`src/rtl/spi_burst_ctrl_if.sv`:
```
// -----------------------------------------------------------------------------
// spi_burst_ctrl_if
//
// Bundles every non-clock, non-reset signal of spi_burst_ctrl: the burst
// command, the TX valid/ready stream, the RX strobe, the status flags and the
// link to the single-byte SPI master.
//
// Modports:
//   master : the side that issues commands, sources TX bytes and hosts the SPI
//            master (register/DMA logic plus the master, or a testbench)
//   slave  : spi_burst_ctrl itself
//
// Parameter:
//   CNT_W  : width of byte_count; must equal $clog2(MAX_BYTES+1) of the
//            attached controller.
// -----------------------------------------------------------------------------
interface spi_burst_ctrl_if #(
    parameter int CNT_W = 5
);
    // Burst command
    logic             start;
    logic [CNT_W-1:0] byte_count;
    logic             abort;

    // TX byte stream into the controller
    logic [7:0]       tx_data;
    logic             tx_valid;
    logic             tx_ready;

    // RX byte strobe out of the controller
    logic [7:0]       rx_data;
    logic             rx_valid;

    // Status
    logic             busy;
    logic             done;
    logic             error;

    // Link to the single-byte SPI master
    logic             m_spi_en;
    logic [7:0]       m_spi_mosi_data;
    logic [7:0]       m_spi_miso_data;
    logic             m_payload_done;

    modport master (
        output start, byte_count, abort,
        output tx_data, tx_valid,
        input  tx_ready,
        input  rx_data, rx_valid,
        input  busy, done, error,
        input  m_spi_en, m_spi_mosi_data,
        output m_spi_miso_data, m_payload_done
    );

    modport slave (
        input  start, byte_count, abort,
        input  tx_data, tx_valid,
        output tx_ready,
        output rx_data, rx_valid,
        output busy, done, error,
        output m_spi_en, m_spi_mosi_data,
        input  m_spi_miso_data, m_payload_done
    );
endinterface

```
`src/rtl/spi_burst_ctrl.sv`:
```
// -----------------------------------------------------------------------------
// spi_burst_ctrl
//
// Runs multi-byte bursts on a single-byte SPI master. A burst command carries
// a byte count (clamped to MAX_BYTES). For each byte the controller pulls one
// TX byte over a valid/ready stream, raises m_spi_en until the master reports
// m_payload_done, returns the received byte on a one-cycle rx_valid strobe and
// then holds m_spi_en low for GAP_CYCLES cycles before the next byte. A
// watchdog and the abort input guarantee every burst ends with a done pulse;
// error records whether the last burst ended by timeout or abort.
//
// Ports:
//   clk : system clock, rising edge
//   rst : synchronous active-high reset
//   bus : spi_burst_ctrl_if.slave (command, TX/RX streams, status, master link)
//
// All outputs are registered.
// -----------------------------------------------------------------------------
module spi_burst_ctrl #(
    parameter int MAX_BYTES      = 16,
    parameter int GAP_CYCLES     = 4,     // >= 1
    parameter int TIMEOUT_CYCLES = 4096   // >= 2
) (
    input logic            clk,
    input logic            rst,
    spi_burst_ctrl_if.slave bus
);
    localparam int CNT_W = $clog2(MAX_BYTES + 1);
    localparam int WD_W  = $clog2(TIMEOUT_CYCLES);
    localparam int GAP_W = (GAP_CYCLES > 1) ? $clog2(GAP_CYCLES) : 1;

    typedef enum logic [2:0] {
        S_IDLE,
        S_LOAD,
        S_XFER,
        S_GAP,
        S_FINISH
    } state_t;

    state_t            state_reg, state_next;
    logic [CNT_W-1:0]  remaining_reg;
    logic [WD_W-1:0]   wdog_reg;
    logic [GAP_W-1:0]  gap_reg;

    logic              tx_ready_reg;
    logic [7:0]        rx_data_reg;
    logic              rx_valid_reg;
    logic              busy_reg;
    logic              done_reg;
    logic              error_reg;
    logic              m_spi_en_reg;
    logic [7:0]        m_spi_mosi_reg;

    logic              tx_fire;
    logic              xfer_end;
    logic              wdog_expired;
    logic              gap_expired;
    logic              last_byte;
    logic              abortable;
    logic [CNT_W-1:0]  count_clamped;

    // tx_ready is high throughout LOAD, so the handshake is tx_valid in LOAD.
    // Abort wins over a same-cycle handshake: the byte is not sent.
    assign tx_fire      = (state_reg == S_LOAD) && bus.tx_valid && tx_ready_reg && !bus.abort;
    // A completed byte is delivered even when abort arrives in the same cycle.
    assign xfer_end     = (state_reg == S_XFER) && bus.m_payload_done;
    assign wdog_expired = (wdog_reg == WD_W'(TIMEOUT_CYCLES - 1));
    assign gap_expired  = (gap_reg == GAP_W'(GAP_CYCLES - 1));
    assign last_byte    = (remaining_reg <= CNT_W'(1));
    assign abortable    = (state_reg == S_LOAD) || (state_reg == S_XFER) || (state_reg == S_GAP);
    assign count_clamped = (bus.byte_count > CNT_W'(MAX_BYTES)) ? CNT_W'(MAX_BYTES) : bus.byte_count;

    always_ff @(posedge clk) begin
        if (rst) begin
            state_reg <= S_IDLE;
        end else begin
            state_reg <= state_next;
        end
    end

    always_comb begin
        state_next = state_reg;
        case (state_reg)
            S_IDLE: begin
                if (bus.start) begin
                    state_next = (bus.byte_count == '0) ? S_FINISH : S_LOAD;
                end
            end
            S_LOAD: begin
                if (bus.abort) begin
                    state_next = S_FINISH;
                end else if (tx_fire) begin
                    state_next = S_XFER;
                end
            end
            S_XFER: begin
                if (bus.m_payload_done) begin
                    state_next = (bus.abort || last_byte) ? S_FINISH : S_GAP;
                end else if (bus.abort || wdog_expired) begin
                    state_next = S_FINISH;
                end
            end
            S_GAP: begin
                if (bus.abort) begin
                    state_next = S_FINISH;
                end else if (gap_expired) begin
                    state_next = S_LOAD;
                end
            end
            S_FINISH: state_next = S_IDLE;
            default:  state_next = S_IDLE;
        endcase
    end

    // Outputs are decoded from the next state so they line up with the state
    // they describe: done and the last rx_valid both appear in FINISH.
    always_ff @(posedge clk) begin
        if (rst) begin
            remaining_reg  <= '0;
            wdog_reg       <= '0;
            gap_reg        <= '0;
            tx_ready_reg   <= 1'b0;
            rx_data_reg    <= '0;
            rx_valid_reg   <= 1'b0;
            busy_reg       <= 1'b0;
            done_reg       <= 1'b0;
            error_reg      <= 1'b0;
            m_spi_en_reg   <= 1'b0;
            m_spi_mosi_reg <= '0;
        end else begin
            tx_ready_reg <= (state_next == S_LOAD);
            busy_reg     <= (state_next != S_IDLE);
            done_reg     <= (state_next == S_FINISH);
            m_spi_en_reg <= (state_next == S_XFER);
            rx_valid_reg <= xfer_end;

            if (xfer_end) begin
                rx_data_reg <= bus.m_spi_miso_data;
            end
            if (tx_fire) begin
                m_spi_mosi_reg <= bus.tx_data;
            end

            if ((state_reg == S_IDLE) && bus.start) begin
                remaining_reg <= count_clamped;
            end else if (xfer_end && (remaining_reg != '0)) begin
                remaining_reg <= remaining_reg - 1'b1;
            end

            // Both counters sit at zero outside their state, so entering XFER
            // or GAP always starts a fresh count.
            if (state_reg == S_XFER) begin
                wdog_reg <= wdog_reg + 1'b1;
            end else begin
                wdog_reg <= '0;
            end
            if (state_reg == S_GAP) begin
                gap_reg <= gap_reg + 1'b1;
            end else begin
                gap_reg <= '0;
            end

            if ((state_reg == S_IDLE) && bus.start) begin
                error_reg <= 1'b0;
            end else if ((abortable && bus.abort) ||
                         ((state_reg == S_XFER) && !bus.m_payload_done && wdog_expired)) begin
                error_reg <= 1'b1;
            end
        end
    end

    assign bus.tx_ready        = tx_ready_reg;
    assign bus.rx_data         = rx_data_reg;
    assign bus.rx_valid        = rx_valid_reg;
    assign bus.busy            = busy_reg;
    assign bus.done            = done_reg;
    assign bus.error           = error_reg;
    assign bus.m_spi_en        = m_spi_en_reg;
    assign bus.m_spi_mosi_data = m_spi_mosi_reg;
endmodule
```
`src/flat_wrapper.sv`:
```
// flat-port wrapper written by rule: the top's interface ports become plain ports
module spi_burst_ctrl_flat 
#(
    parameter int MAX_BYTES      = 16,
    parameter int GAP_CYCLES     = 4,            
    parameter int TIMEOUT_CYCLES = 4096          
)
  (clk, rst, bus_start, bus_byte_count, bus_abort, bus_tx_data, bus_tx_valid, bus_tx_ready, bus_rx_data, bus_rx_valid, bus_busy, bus_done, bus_error, bus_m_spi_en, bus_m_spi_mosi_data, bus_m_spi_miso_data, bus_m_payload_done);
  spi_burst_ctrl_if bus_i ();
  input logic clk;
  input logic rst;
  input wire logic [$bits(bus_i.start)-1:0] bus_start;
  input wire logic [$bits(bus_i.byte_count)-1:0] bus_byte_count;
  input wire logic [$bits(bus_i.abort)-1:0] bus_abort;
  input wire logic [$bits(bus_i.tx_data)-1:0] bus_tx_data;
  input wire logic [$bits(bus_i.tx_valid)-1:0] bus_tx_valid;
  output wire logic [$bits(bus_i.tx_ready)-1:0] bus_tx_ready;
  output wire logic [$bits(bus_i.rx_data)-1:0] bus_rx_data;
  output wire logic [$bits(bus_i.rx_valid)-1:0] bus_rx_valid;
  output wire logic [$bits(bus_i.busy)-1:0] bus_busy;
  output wire logic [$bits(bus_i.done)-1:0] bus_done;
  output wire logic [$bits(bus_i.error)-1:0] bus_error;
  output wire logic [$bits(bus_i.m_spi_en)-1:0] bus_m_spi_en;
  output wire logic [$bits(bus_i.m_spi_mosi_data)-1:0] bus_m_spi_mosi_data;
  input wire logic [$bits(bus_i.m_spi_miso_data)-1:0] bus_m_spi_miso_data;
  input wire logic [$bits(bus_i.m_payload_done)-1:0] bus_m_payload_done;
  assign bus_i.start = bus_start;
  assign bus_i.byte_count = bus_byte_count;
  assign bus_i.abort = bus_abort;
  assign bus_i.tx_data = bus_tx_data;
  assign bus_i.tx_valid = bus_tx_valid;
  assign bus_tx_ready = bus_i.tx_ready;
  assign bus_rx_data = bus_i.rx_data;
  assign bus_rx_valid = bus_i.rx_valid;
  assign bus_busy = bus_i.busy;
  assign bus_done = bus_i.done;
  assign bus_error = bus_i.error;
  assign bus_m_spi_en = bus_i.m_spi_en;
  assign bus_m_spi_mosi_data = bus_i.m_spi_mosi_data;
  assign bus_i.m_spi_miso_data = bus_m_spi_miso_data;
  assign bus_i.m_payload_done = bus_m_payload_done;
  spi_burst_ctrl #(.MAX_BYTES(MAX_BYTES), .GAP_CYCLES(GAP_CYCLES), .TIMEOUT_CYCLES(TIMEOUT_CYCLES)) u_core (.clk(clk), .rst(rst), .bus(bus_i));
endmodule
```
`config.mk`:
```
export PLATFORM = sky130hd
export DESIGN_NAME = spi_burst_ctrl_flat
export DESIGN_NICKNAME = d
export VERILOG_FILES = /design/src/rtl/spi_burst_ctrl_if.sv /design/src/rtl/spi_burst_ctrl.sv /design/src/flat_wrapper.sv
export SDC_FILE = /design/constraint.sdc
export NUM_CORES = 1
export LEC_CHECK = 0
export BUFFER_PORTS_ARGS = -buffer_cell sky130_fd_sc_hd__buf_2
export CAP_MARGIN = 30
export CORE_MARGIN = 1
export CORE_UTILIZATION = 54
export DETAILED_ROUTE_END_ITERATION = 10
export PLACE_DENSITY = 0.82
export SKIP_CTS_REPAIR_TIMING = 1
export SLEW_MARGIN = 20
export SYNTH_ARGS = -nofsm -noshare
export SYNTH_HDL_FRONTEND = slang
export SYNTH_SLANG_ARGS = --single-unit
```
`constraint.sdc`:
```
create_clock -name clk -period 5.2 [get_ports clk]
set_clock_uncertainty 0.1 [all_clocks]
set_input_delay 1.04 -clock clk [delete_from_list [all_inputs] [get_ports clk]]
set_output_delay 1.04 -clock clk [all_outputs]
set_load 0.03 [all_outputs]
```
==> flow_summary.ini <==
[setup_path]
ff2ff_path_depth = 5
critPathRequiredTime_ns = 5.34
cpPeakStageDelay_ns = 0.44
slowest_stage = nand4bb_1
reg2reg_slack_ns = 3.04
path_cells = buf_2, nand4bb_1, nor4_1, mux2_1, a21oi_1, nor2_1
path_max_fanout = 11
path_depth = 6
crit_arrival_ns = 2.50
path_delay_family = simple AND/OR/NAND/NOR gates
endpoint_kind = register
worstSetupPathType = input pin to register
start_kind = input pin
worst-path-buf-inv = 1

[clocking]
cts_tree = yes
clock_latency_ns = 0.36
htree_levels = 2
cts_buffer_depth = 2
root_buffer = clkbuf_4
clkTransAtPathRegs_ns = 0.13
cts_made_buffers = 5
cts_sinks = 44

[global_route]
met1_usage_pct = 28.4
grt.overflow.total = 0
grt.met2_usage_pct = 35.9
antenna_found_initial = 0
groute.usage.overall_pct = 22.6
grt_pass1_vias = 1399
grt.busiest_layer = met2
grt_pass1_wl_mm = 6.13
grt_max_degree = 28
grt_util_met3_pct = 7.98

[finish]
area_growth_pct = 16.3
nFillCells = 291
drive_gt1_share_pct = 23.7
largest_reg_flops = 12
final_util_pct = 65.9
layout.nets = 288
n_antenna_cell = 0
fin_area_um2 = 2200
stdcell_count = 303

[timing]
fin_crit_sh_pct = 45.3
drv_slew = 0
rsz0062_at_grt = false
hold_viol = 0
fin_tns_setup_ns = 0
relSlewSlack_pct = 46.7
fmax_mhz = 424
min_period_ns = 2.36
worstMarginPinSlew_ns = 0.789
finalSetupViolCount = 0

[drt]
vias_per_cell = 5.18
finalWirelength_mm = 3.71
dr.first_iter.drc_count = 34
dr_total_vias = 1571
drt.antenna.violating_nets = 0
dr.pass1.iters = 4
route.detailed.drc = 0
wire_per_inst_um = 12.2

[power]
p_sw_share_pct = 25.2
seqPwrFrac_pct = 61.0
intPower_mw = 0.430
power.density_nw_per_um2 = 261
p_sw_mw = 0.145
leakage_nw = 0.897
ir_drop_v = 0.000160
clkPwrFrac_pct = 29.8
pwr-share-comb_pct = 9.2

[outcome]
status = finished clean

[min_path]
whs_path_depth = 1
hold_class = register to register

[placement]
place_congestion = 0.800
io_buffers = 48
placed_cells = 295
hpwlAfterDp_mm = 2.77
place_area_um2 = 2140

[yosys]
postSynthCellCount = 210
yosys_warnings = 0
synth_cell_types = 41
synth_flop_cell = dfxtp_1
avgSynthCellArea_um2 = 9.01
synthTopCellsByArea = dfxtp_1, nor2_1, nand2_1, mux2i_1, a21oi_1
synth_top_area_share_pct = 46.6
async_reset_ff_share_pct = 0
syn_area_um2 = 1890
yosysSeqAreaShare_pct = 46.6
ys_ff_latch = 44
synth-edff-count = 0
synth_nets = 242
synth_top_cell_by_area = dfxtp_1

[die]
num_io_pins = 49
die_h_um = 61.2
coreArea_um2 = 3340
start_util_pct = 56.7
die-width_um = 61.2
dieArea_um2 = 3740
std_cell_rows = 21

[flow_run]
drv_cap = 0
[power by group through the flow]
stage / sequential, mW / combinational [mW] / clock (mW)
floorplan: 0.361 / 0.0323 / 0
finish: 0.351 / 0.0531 / 0.171
global route: 0.352 / 0.0587 / 0.192
global placement: 0.358 / 0.0520 / 0
detailed placement: 0.358 / 0.0528 / 0
CTS: 0.351 / 0.0530 / 0.176
[final cells by class]
cell class,count,area [um2],share of cell area (%)
timing repair buffer,48,240,10.9
inverter,11,41.3,1.88
clock buffer,6,51.3,2.33
tap,46,57.6,2.62
clock inverter,2,10.0,0.455
sequential,44,881,40.0
multi-input combinational,146,918,41.8
[cells by family (layout without fill, tap and decap cells)]
| group | Yosys count | in the layout | synth area share [%] |
|---|---|---|---|
| buf+inv | 20 | 67 | 4.89 |
| xor+xnor | 12 | 12 | 5.56 |
| flops | 44 | 44 | 46.6 |
| fa+ha+maj | 5 | 5 | 3.31 |
| compound gates | 26 | 26 | 8.80 |
| simple gates | 94 | 94 | 26.1 |
| mux | 9 | 9 | 4.83 |
[final timing paths]
kind                             from                 endpoint
setup / recovery   bus_m_payload_done  u_core.remaining_reg[3]
hold / removal      u_core.gap_reg[0]        u_core.gap_reg[0]
setup reg to reg  u_core.state_reg[2]      u_core.bus.m_spi_en
hold reg to reg     u_core.gap_reg[0]        u_core.gap_reg[0]
[metrics by stage]
step / setup slack, ns / power [mW] / hold slack, ns
final: 2.84 / 0.575 / 0.331
after global routing: 2.68 / 0.602 / 0.351
after CTS: 2.85 / 0.579 / 0.334
after detailed placement: 2.46 / 0.411 / 0.316
after global placement: 2.51 / 0.410 / 0.313
after floorplan: 2.88 / 0.393 / 0.298
[cells in the mapped netlist, drive strengths merged, types with 2 or more instances]
master  count
nand3       8
nor3        4
o31a        2
nand3b      2
ha          5
nor2       34
nand2      22
a211oi      3
a21oi      16
clkbuf      5
nand4       3
mux2i       8
nor4b       2
xor2        7
or4b        2
and4        2
nor4        2
xnor2       5
and3        4
inv        11
buf         4
and2        3
dfxtp      44
[layout by cell type, fill, tap and decap left out, types with 2 or more instances in the layout]
cell type	n
dfxtp_1	44
nand3b_1	2
nor4_1	2
nor3_1	4
a211oi_1	3
a21oi_1	15
o31a_1	2
and2_1	3
and3_1	4
xor2_1	7
ha_1	5
nand2_1	22
and4_1	2
nor2_1	33
mux2i_1	8
inv_1	10
nand3_1	7
xnor2_1	5
clkbuf_4	5
buf_2	48
or4b_1	2
nand4_1	3
clkinv_2	2
[per-layer routing]
layer  wire, um  up-vias
li1           -      805
met1       1650      704
met2       1710       56
met3        291        6
met4         53        0
met5          0        -
Note: power is estimated with default switching activity, not from simulation.
